[config.mk]
export PLATFORM = sky130hd
export DESIGN_NAME = cordic_rotation_iter
export DESIGN_NICKNAME = d
export VERILOG_FILES = /design/src/rtl/cordic_pkg.sv /design/src/rtl/cordic_gain_comp.sv /design/src/rtl/cordic_rotation_iter.sv
export SDC_FILE = /design/constraint.sdc
export NUM_CORES = 1
export LEC_CHECK = 0
export CORE_ASPECT_RATIO = 0.6
export CORE_MARGIN = 10
export CORE_UTILIZATION = 50
export CTS_CLUSTER_SIZE = 8
export DETAILED_ROUTE_END_ITERATION = 8
export PLACE_DENSITY = 0.7
export SLEW_MARGIN = 10
export SYNTH_ARGS = -nofsm -noshare
export SYNTH_HDL_FRONTEND = slang
export SYNTH_SLANG_ARGS = --single-unit
[constraint.sdc]
create_clock -name clk -period 13.9 [get_ports clk]
set_input_delay 2.085 -clock clk [delete_from_list [all_inputs] [get_ports clk]]
set_output_delay 2.085 -clock clk [all_outputs]
set_load 0.1 [all_outputs]
[src/rtl/cordic_pkg.sv]
// Shared CORDIC constants: Q5.11 angle table, pi constants, FSM encoding and 1/K shift amounts.
// Used by the rotation engine (CORDIC_GAIN_COMP_EN selects the gain-compensation stage) and the vectoring stage.
package cordic_pkg;

  localparam int FIX_PI      = 6434;
  localparam int FIX_HALF_PI = 3217;

  // 1/K ~= 2^-1 + 2^-3 - 2^-6 - 2^-9 = 0.6074
  localparam int INVK_SH0 = 1;
  localparam int INVK_SH1 = 3;
  localparam int INVK_SH2 = 6;
  localparam int INVK_SH3 = 9;

  typedef enum logic [1:0] {
    ST_IDLE = 2'd0,
    ST_ITER = 2'd1,
    ST_COMP = 2'd2,
    ST_DONE = 2'd3
  } cordic_state_e;

  // atan(2^-i) in Q5.11
  function automatic int atan_lut(input int idx);
    case (idx)
      0:       return 1608;
      1:       return 949;
      2:       return 501;
      3:       return 254;
      4:       return 127;
      5:       return 63;
      6:       return 31;
      7:       return 15;
      8:       return 7;
      9:       return 3;
      10:      return 1;
      default: return 0;
    endcase
  endfunction

endpackage

[src/rtl/cordic_gain_comp.sv]
// Combinational 1/K scaler: removes the CORDIC gain with a four-term shift-add.
// Only instantiated when CORDIC_GAIN_COMP_EN is defined.
module cordic_gain_comp
  import cordic_pkg::*;
#(
  parameter int W = 18
) (
  input  logic signed [W-1:0] i_v,
  output logic signed [W-1:0] o_v
);

  assign o_v = (i_v >>> INVK_SH0) + (i_v >>> INVK_SH1)
             - (i_v >>> INVK_SH2) - (i_v >>> INVK_SH3);

endmodule

[src/rtl/cordic_rotation_iter.sv]
// Iterative rotation-mode CORDIC, one micro-rotation per clock, one transaction in flight.
// Define CORDIC_GAIN_COMP_EN to add a COMP state that scales the result by 1/K before saturation.
module cordic_rotation_iter
  import cordic_pkg::*;
#(
  parameter int WIDTH  = 16,
  parameter int N_ITER = 12,
  parameter int GUARD  = 2
) (
  input  logic                    clk,
  input  logic                    rst_n,
  input  logic                    in_valid,
  output logic                    in_ready,
  input  logic signed [WIDTH-1:0] x_in,
  input  logic signed [WIDTH-1:0] y_in,
  input  logic signed [WIDTH-1:0] theta_in,
  output logic                    out_valid,
  input  logic                    out_ready,
  output logic signed [WIDTH-1:0] x_out,
  output logic signed [WIDTH-1:0] y_out
);

  localparam int IW = WIDTH + GUARD;
  localparam int ZW = WIDTH + 2;
  localparam int CW = (N_ITER > 1) ? $clog2(N_ITER) : 1;
  localparam logic [CW-1:0]        LAST      = CW'(N_ITER - 1);
  localparam logic signed [ZW-1:0] Z_PI      = ZW'(FIX_PI);
  localparam logic signed [ZW-1:0] Z_HALF_PI = ZW'(FIX_HALF_PI);
  localparam logic signed [IW-1:0] SAT_MAX   = IW'((2 ** (WIDTH - 1)) - 1);
  localparam logic signed [IW-1:0] SAT_MIN   = -IW'(2 ** (WIDTH - 1));

  cordic_state_e          r_state, w_state_next;
  logic [CW-1:0]          r_cnt;
  logic signed [IW-1:0]   r_x, r_y;
  logic signed [ZW-1:0]   r_z;
  logic signed [WIDTH-1:0] r_x_out, r_y_out;

  logic signed [IW-1:0]   w_x_ext, w_y_ext, w_x_pre, w_y_pre;
  logic signed [ZW-1:0]   w_th_ext, w_z_pre;
  logic signed [IW-1:0]   w_x_sh, w_y_sh, w_x_rot, w_y_rot;
  logic signed [ZW-1:0]   w_atan, w_z_rot;

  function automatic logic signed [WIDTH-1:0] sat(input logic signed [IW-1:0] v);
    if (v > SAT_MAX)
      return {1'b0, {(WIDTH-1){1'b1}}};
    else if (v < SAT_MIN)
      return {1'b1, {(WIDTH-1){1'b0}}};
    else
      return v[WIDTH-1:0];
  endfunction

  assign w_x_ext  = IW'(x_in);
  assign w_y_ext  = IW'(y_in);
  assign w_th_ext = ZW'(theta_in);

  // Fold angles beyond +-pi/2 into convergence range by a 180-degree pre-rotation
  always_comb begin
    w_x_pre = w_x_ext;
    w_y_pre = w_y_ext;
    w_z_pre = w_th_ext;
    if (w_th_ext > Z_HALF_PI) begin
      w_x_pre = -w_x_ext;
      w_y_pre = -w_y_ext;
      w_z_pre = w_th_ext - Z_PI;
    end else if (w_th_ext < -Z_HALF_PI) begin
      w_x_pre = -w_x_ext;
      w_y_pre = -w_y_ext;
      w_z_pre = w_th_ext + Z_PI;
    end
  end

  assign w_x_sh = r_x >>> r_cnt;
  assign w_y_sh = r_y >>> r_cnt;
  assign w_atan = ZW'(atan_lut(int'(r_cnt)));

  always_comb begin
    w_x_rot = r_x + w_y_sh;
    w_y_rot = r_y - w_x_sh;
    w_z_rot = r_z + w_atan;
    if (!r_z[ZW-1]) begin
      w_x_rot = r_x - w_y_sh;
      w_y_rot = r_y + w_x_sh;
      w_z_rot = r_z - w_atan;
    end
  end

`ifdef CORDIC_GAIN_COMP_EN
  logic signed [IW-1:0] w_x_comp, w_y_comp;

  cordic_gain_comp #(.W(IW)) u_comp_x (.i_v(r_x), .o_v(w_x_comp));
  cordic_gain_comp #(.W(IW)) u_comp_y (.i_v(r_y), .o_v(w_y_comp));
`endif

  always_comb begin
    w_state_next = r_state;
    in_ready     = (r_state == ST_IDLE);
    out_valid    = (r_state == ST_DONE);
    case (r_state)
      ST_IDLE: if (in_valid) w_state_next = ST_ITER;
`ifdef CORDIC_GAIN_COMP_EN
      ST_ITER: if (r_cnt == LAST) w_state_next = ST_COMP;
`else
      ST_ITER: if (r_cnt == LAST) w_state_next = ST_DONE;
`endif
      ST_COMP: w_state_next = ST_DONE;
      ST_DONE: if (out_ready) w_state_next = ST_IDLE;
      default: w_state_next = ST_IDLE;
    endcase
  end

  always_ff @(posedge clk or negedge rst_n) begin
    if (!rst_n) begin
      r_state <= ST_IDLE;
      r_cnt   <= '0;
      r_x     <= '0;
      r_y     <= '0;
      r_z     <= '0;
      r_x_out <= '0;
      r_y_out <= '0;
    end else begin
      r_state <= w_state_next;
      case (r_state)
        ST_IDLE: begin
          if (in_valid) begin
            r_x   <= w_x_pre;
            r_y   <= w_y_pre;
            r_z   <= w_z_pre;
            r_cnt <= '0;
          end
        end
        ST_ITER: begin
          r_x   <= w_x_rot;
          r_y   <= w_y_rot;
          r_z   <= w_z_rot;
          r_cnt <= r_cnt + CW'(1);
`ifndef CORDIC_GAIN_COMP_EN
          if (r_cnt == LAST) begin
            r_x_out <= sat(w_x_rot);
            r_y_out <= sat(w_y_rot);
          end
`endif
        end
`ifdef CORDIC_GAIN_COMP_EN
        ST_COMP: begin
          r_x_out <= sat(w_x_comp);
          r_y_out <= sat(w_y_comp);
        end
`endif
        default: ;
      endcase
    end
  end

  assign x_out = r_x_out;
  assign y_out = r_y_out;

endmodule

==> flow_summary.yaml, run 1 <==
run_status:
  status: "completed"
clocking:
  cts.repair.resized: 0
  cts_buffers: 9
  cts_tree: "built"
  clk_latency_ns: 0.36
  cts.sinks: 92
  cts.clk_slew.worst_paths_ns: 0.08
  post-cts-setup-buffers: 0
  holdBufCountCts: 0
  h-tree-depth: 3
  clockRootBuffer: "clkbuf_16"
  clock_path_buffers: 2
place:
  io_buffers: 85
  gp_congestion: 0.955
  dp_hpwl_um: 27900
global_route:
  track_usage_pct: 25.3
  grt_most_used_layer: "met1"
  grt_use_met2_pct: 35.0
  met1_usage_pct: 37.2
  first_global_vias: 10126
  met3_usage_pct: 7.79
  antenna_found_initial: 0
  overflow: 0
  grt_pass1_wl_um: 57600
  grt_start_max_net_pins: 69
timing:
  worstMarginPinSlew_ns: 1.01
  finalHoldViolCount: 0
  rsz0062_at_grt: "false"
  setup_viol: 0
  max_freq_mhz: 168
  maxSlewViolCount: 0
  fin_crit_sh_pct: 42.9
  fin_tns_setup_ns: 0
  finClkSkew_ns: 0.0143
  relSlewSlack_pct: 31.8
  period_needed_ns: 5.96
worst_setup_path:
  worstSetupEndpointType: "flip-flop"
  cpPeakStageDelay_ns: 0.86
  timing.critical_path.mode_cell: "a21oi_1"
  cp.required_ns: 14.14
  crit_slowest_cell: "a2111oi_0"
  rrSetupSlack_ns: 7.94
  startpoint_type: "flip-flop"
  path_delay_family: "compound AO/OA/AOI/OAI gates"
  worstPathArrival_ns: 6.20
  critPathKind: "reg -> reg"
  cp_max_fo: 50
  cp.buffers_inverters: 2
  crit_chain: "buf_4 -> clkinv_1 -> a21oi_1 -> a21oi_1 -> or4_1 -> and2_1 -> xor2_1 -> ha_1 -> a2111oi_0 -> o31ai_1 -> a22oi_1 -> a21oi_1 -> a31o_2 -> o31a_1 -> o22a_1"
detailed_routing:
  num_vias: 10912
  dr.pass1.iters: 5
  drt_iter0_markers: 1573
  vias_per_cell: 6.62
  drt_wl_total_um: 36500
  ant_nets: 0
  drc_errors: 0
  wl_per_cell_um: 22.1
finish:
  nets: 1487
  syn2layout_area_growth_pct: 11.5
  layout-drive-gt1-share_pct: 10.0
  antenna_cells: 0
  fillers: 1912
floorplanning:
  die_w_um: 211
  die_area_um2: 28500
  die_y_um: 135
  rows: 41
  start_util_pct: 51.6
  io_pins: 86
  core_um2: 21300
logic_synthesis:
  yosys_warnings: 0
  netlist_top_cells_area: "dfrtp_1 (21%), ha_1 (7.6%), mux4_2 (6.4%), a21oi_1 (5.3%), xnor2_1 (4.6%)"
  ys_ff_latch: 92
  synthFlopType: "dfrtp_1"
  netlist.area_leader.share_pct: 20.9
  synthArstFlopShare_pct: 100
  synth_top_area_cell: "dfrtp_1"
  synth_fp_nets: 1456
  synth_edf_count: 0
  syn_avg_cell_area_um2: 8.24
  yosysUniqueCellTypes: 90
  ys_seq_area_share_pct: 20.9
  synthCells: 1334
  syn-cell-area_um2: 11000
min_path:
  min_path_type: "reg -> reg"
flow_run:
  maxCapViolations: 0
[registers in the layout, indices dropped and copies added, names as in the netlist]
register and count:
x_out 16, r_z 18, r_cnt 4, r_y 18, r_state 2, r_x 18
y_out 16
[layout make-up]
cell class,instances,area (um2),area share (%)
Timing Repair Buffer,105,998,8.14
Clock buffer,11,233,1.90
Sequential cell,92,2300,18.8
Multi-Input combinational cell,1109,8110,66.1
Tap cell,279,349,2.85
Inverter,48,180,1.47
Clock inverter,5,85.1,0.694
[cells in the mapped netlist, types with 4 or more instances]
cell type	number
or4_1	6
ha_1	67
buf_4	6
or2_2	8
xnor2_1	58
buf_2	6
a22oi_1	16
or3_1	8
nor2b_1	15
a21o_1	25
o211ai_1	14
o21a_1	16
a31oi_1	32
nand2_1	104
clkbuf_1	57
nor3_1	35
o31a_1	6
a21oi_1	117
inv_1	46
nand3b_1	4
nor4_1	6
and3_1	10
o21ai_0	82
nand3_1	20
o221a_2	20
a211oi_1	25
nand2b_1	14
buf_6	6
xor2_1	58
mux4_2	31
o31ai_1	7
mux2i_1	27
o22ai_1	32
o21bai_1	5
nor2_1	123
a31o_2	6
mux2_2	14
and2_1	15
dfrtp_1	92
buf_1	9
a311oi_1	5
a32oi_1	6
[metal layers]
| layer | wire length, um | vias up |
|---|---|---|
| li1 | - | 5061 |
| met1 | 17000 | 5233 |
| met2 | 14600 | 568 |
| met3 | 4290 | 48 |
| met4 | 595 | 2 |
| met5 | 35 | - |
[cells by family after synthesis]
logic type,Yosys count,synth area share (%)
AOI/OAI and AO/OA,458,28.0
adders and majority gates,70,8.17
buffers and inverters,133,5.33
DFF,92,20.9
muxes,77,11.2
xor gates and xnor gates,118,9.61
and+or+nand+nor,386,16.7
[metrics by stage]
step	cells	hold WS [ns]	instance area [um2]	worst slack, ns	utilization, %
global route	1649	0.529	12300	7.55	57.6
global placement	1633	0.473	11900	8.25	56.1
floorplan	1334	0.456	11000	9.05	-
finish	1649	0.490	12300	7.94	57.6
detailed placement	1633	0.483	11900	8.13	56.1
CTS	1649	0.498	12300	8.11	57.6
[cells in the final DEF, fill, tap and decap left out, types with 8 or more instances in the layout]
cell type,count
nor2b_1,15
mux2i_1,27
xnor2_1,58
nand2b_1,14
or3_1,8
nand3_1,20
buf_4,21
or2_2,8
and2_1,15
o21a_1,16
xor2_1,58
o21ai_0,82
ha_1,67
and3_1,10
a21o_1,25
mux4_2,31
nor3_1,35
dfrtp_1,90
mux2_2,14
a211oi_1,25
nor2_1,122
a31oi_1,32
o211ai_1,14
a21oi_1,116
o22ai_1,32
clkdlybuf4s50_1,84
inv_1,46
o221a_2,20
nand2_1,104
a22oi_1,16
clkbuf_16,9
[path summary, 6_finish.rpt]
path | start | to | cells after the start
max reg2reg | r_cnt[3] | r_z[17] | 15
max in group asynchronous | rst_n | r_cnt[0] | 2
min in group asynchronous | rst_n | y_out[6] | 1
max | r_cnt[3] | r_z[17] | 15
min | y_out[15] | y_out[15] | 1
min reg2reg | y_out[15] | y_out[15] | 1
Power of run 1 is not shown: default switching activity piles up to over one toggle a cycle in this logic, so the estimate is an artifact.
==> inputs of run 2 (changes only) <==
--- a/config.mk
+++ b/config.mk
@@ -10,7 +10,7 @@
 export CORE_UTILIZATION = 50
 export CTS_CLUSTER_SIZE = 8
 export DETAILED_ROUTE_END_ITERATION = 8
-export PLACE_DENSITY = 0.7
+export PLACE_DENSITY = 0.73
 export SLEW_MARGIN = 10
 export SYNTH_ARGS = -nofsm -noshare
 export SYNTH_HDL_FRONTEND = slang
==> constraint.sdc (replaced) <==
create_clock -name clk -period 4.8 [get_ports clk]
set_input_delay 0.72 -clock clk [delete_from_list [all_inputs] [get_ports clk]]
set_output_delay 0.72 -clock clk [all_outputs]
set_load 0.1 [all_outputs]
==> run 2 against run 1 <==
  * The flow now finishes with violations (setup timing)
  * Global-route usage rose by 2.1 points
  * Non-clock buffer count rose by 182
  * Via count rose by 9.9%
  * Hold slack got worse by 0.032 ns
  * Fmax rose by 23%
  * Critical path type unchanged
  * Largest cell class unchanged
==> flow_summary.yaml, run 2 (synthesis gave the netlist of run 1 again) <==
global_route:
  grt_pass1_wl_um: 62500
  track_usage_pct: 27.4
  grt_start_max_net_pins: 69
  overflow: 0
  first_global_vias: 11087
  antenna_found_initial: 1
worst_setup_path:
  timing.critical_path.mode_cell: "o211ai_1"
  rrSetupSlack_ns: -0.04
  cp_max_fo: 8
  r2r.worst_path.cells: 18
  cpPeakStageDelay_ns: 0.57
  crit_chain: "mux4_2 -> mux2_2 -> mux2_4 -> inv_2 -> ha_4 -> nor2b_4 -> a21oi_2 -> xor2_1 -> ha_1 -> o211ai_1 -> o211ai_1 -> a211oi_2 -> o31a_1 -> o21ba_2 -> a22oi_2 -> xor2_4 -> o22a_4 -> o221a_2"
  path_delay_family: "compound AO/OA/AOI/OAI gates"
  crit_slowest_cell: "mux4_2"
  cp.required_ns: 5.06
  worstSetupEndpointType: "flip-flop"
  critPathKind: "reg -> reg"
  r2r-end: "x_out[13]"
  startpoint_type: "flip-flop"
  cp.buffers_inverters: 1
  r2r_start: "r_cnt[0]"
  worstPathArrival_ns: 5.10
floorplanning:
  io_pins: 86
  die_w_um: 211
  die_y_um: 135
  start_util_pct: 51.6
  rows: 41
  die_area_um2: 28500
  core_um2: 21300
timing:
  period_needed_ns: 4.84
  max_freq_mhz: 206
  fin_tns_setup_ns: -0.389
  finClkSkew_ns: 0.0112
  fin_ws_ns: -0.0444
  worstMarginPinSlew_ns: 1.04
  relSlewSlack_pct: 30.4
  maxSlewViolCount: 0
  rsz0062_at_grt: "true"
  finalHoldViolCount: 0
  setup_viol: 17
  fin_crit_sh_pct: 101
finish:
  antenna_cells: 0
  nets: 1672
  fillers: 1717
  largestRegisters: "r_x x18, r_y x18, r_z x18"
  final_common_cell: "buf_4"
  syn2layout_area_growth_pct: 30.7
  final_cells: 1834
  layout-drive-gt1-share_pct: 25.4
  final_cell_mix: "buf_4 (180), nor2_1 (120), a21oi_1 (108), nand2_1 (104), dfrtp_1 (90)"
detailed_routing:
  ant_nets: 0
  vias_per_cell: 6.54
  dr.pass1.iters: 7
  num_vias: 11991
  drt_wl_total_um: 41200
  wl_per_cell_um: 22.5
  drc_errors: 0
  drt_iter0_markers: 1432
clocking:
  cts.clk_slew.worst_paths_ns: 0.07
  clockRootBuffer: "clkbuf_16"
  clock_path_buffers: 2
  cts_tree: "built"
  clk_latency_ns: 0.37
  cts.sinks: 92
  h-tree-depth: 3
  holdBufCountCts: 0
  cts_buffers: 9
place:
  dp_hpwl_um: 31400
  dp_cells: 1782
  gp_congestion: 1.01
  io_buffers: 85
min_path:
  min_path_type: "in -> async"
run_status:
  violations: "setup timing"
  status: "finished, violations left"
flow_run:
  maxCapViolations: 0
-- run 2: worst register-to-register path, stage by stage, from the launching register on --
cell      delay (ns)
dfrtp_2         0.54
mux4_2          0.57
mux2_2          0.28
mux2_4          0.27
inv_2           0.07
ha_4            0.12
nor2b_4         0.18
a21oi_2         0.07
xor2_1          0.18
ha_1            0.35
o211ai_1        0.12
o211ai_1        0.29
a211oi_2        0.13
o31a_1          0.36
o21ba_2         0.24
a22oi_2         0.22
xor2_4          0.17
o22a_4          0.35
o221a_2         0.24
-- run 2: area by class of cell --
type	count	area (um2)	share of cell area, %
Multi-Input combinational cell	1112	8680	60.4
Timing Repair Buffer	287	2560	17.8
Inverter	48	184	1.28
Clock buffer	9	225	1.57
Sequential cell	92	2300	16.0
Clock inverter	7	67.6	0.470
Tap cell	279	349	2.43
-- run 2: routing by layer --
layer  track usage (%)  share of wire [%]
met1              40.1                 45
met2              38.5                 41
met3              9.01                 13
met4              4.37                1.4
met5                 0              0.029
-- run 2: per-stage QoR --
| step | hold WS [ns] | util (%) | setup WS, ns | instance area (um2) |
|---|---|---|---|---|
| 2_1_floorplan | 0.424 | - | 0.00788 | 11000 |
| 3_3_place_gp | 0.474 | 61.7 | -0.123 | 13100 |
| 3_5_place_dp | 0.479 | 61.7 | -0.191 | 13100 |
| 4_1_cts | 0.496 | 64.1 | 0.00243 | 13600 |
| 5_1_grt | 0.521 | 67.5 | -0.221 | 14400 |
| 6_report | 0.458 | 67.5 | -0.0444 | 14400 |
-- run 2: what timing repair did --
item	CTS	global route
cloned	2	4
pin swaps	9	43
endpoints found under the setup margin	32	45
setup buffers	9	22
resized for setup	25	96
-- run 2: how the worst max path moves through the flow --
stage	cells after the start	endpoint	slack [ns]	startpoint
after floorplan	24	x_out[10]	0.008	r_cnt[0]
after global placement	17	y_out[7]	-0.12	r_cnt[0]
after detailed placement	18	y_out[6]	-0.19	r_cnt[2]
after CTS	21	r_z[17]	0.002	r_cnt[2]
after global routing	19	x_out[13]	-0.22	r_cnt[0]
final	18	x_out[13]	-0.04	r_cnt[0]
Power of run 2 is left out for the same reason.
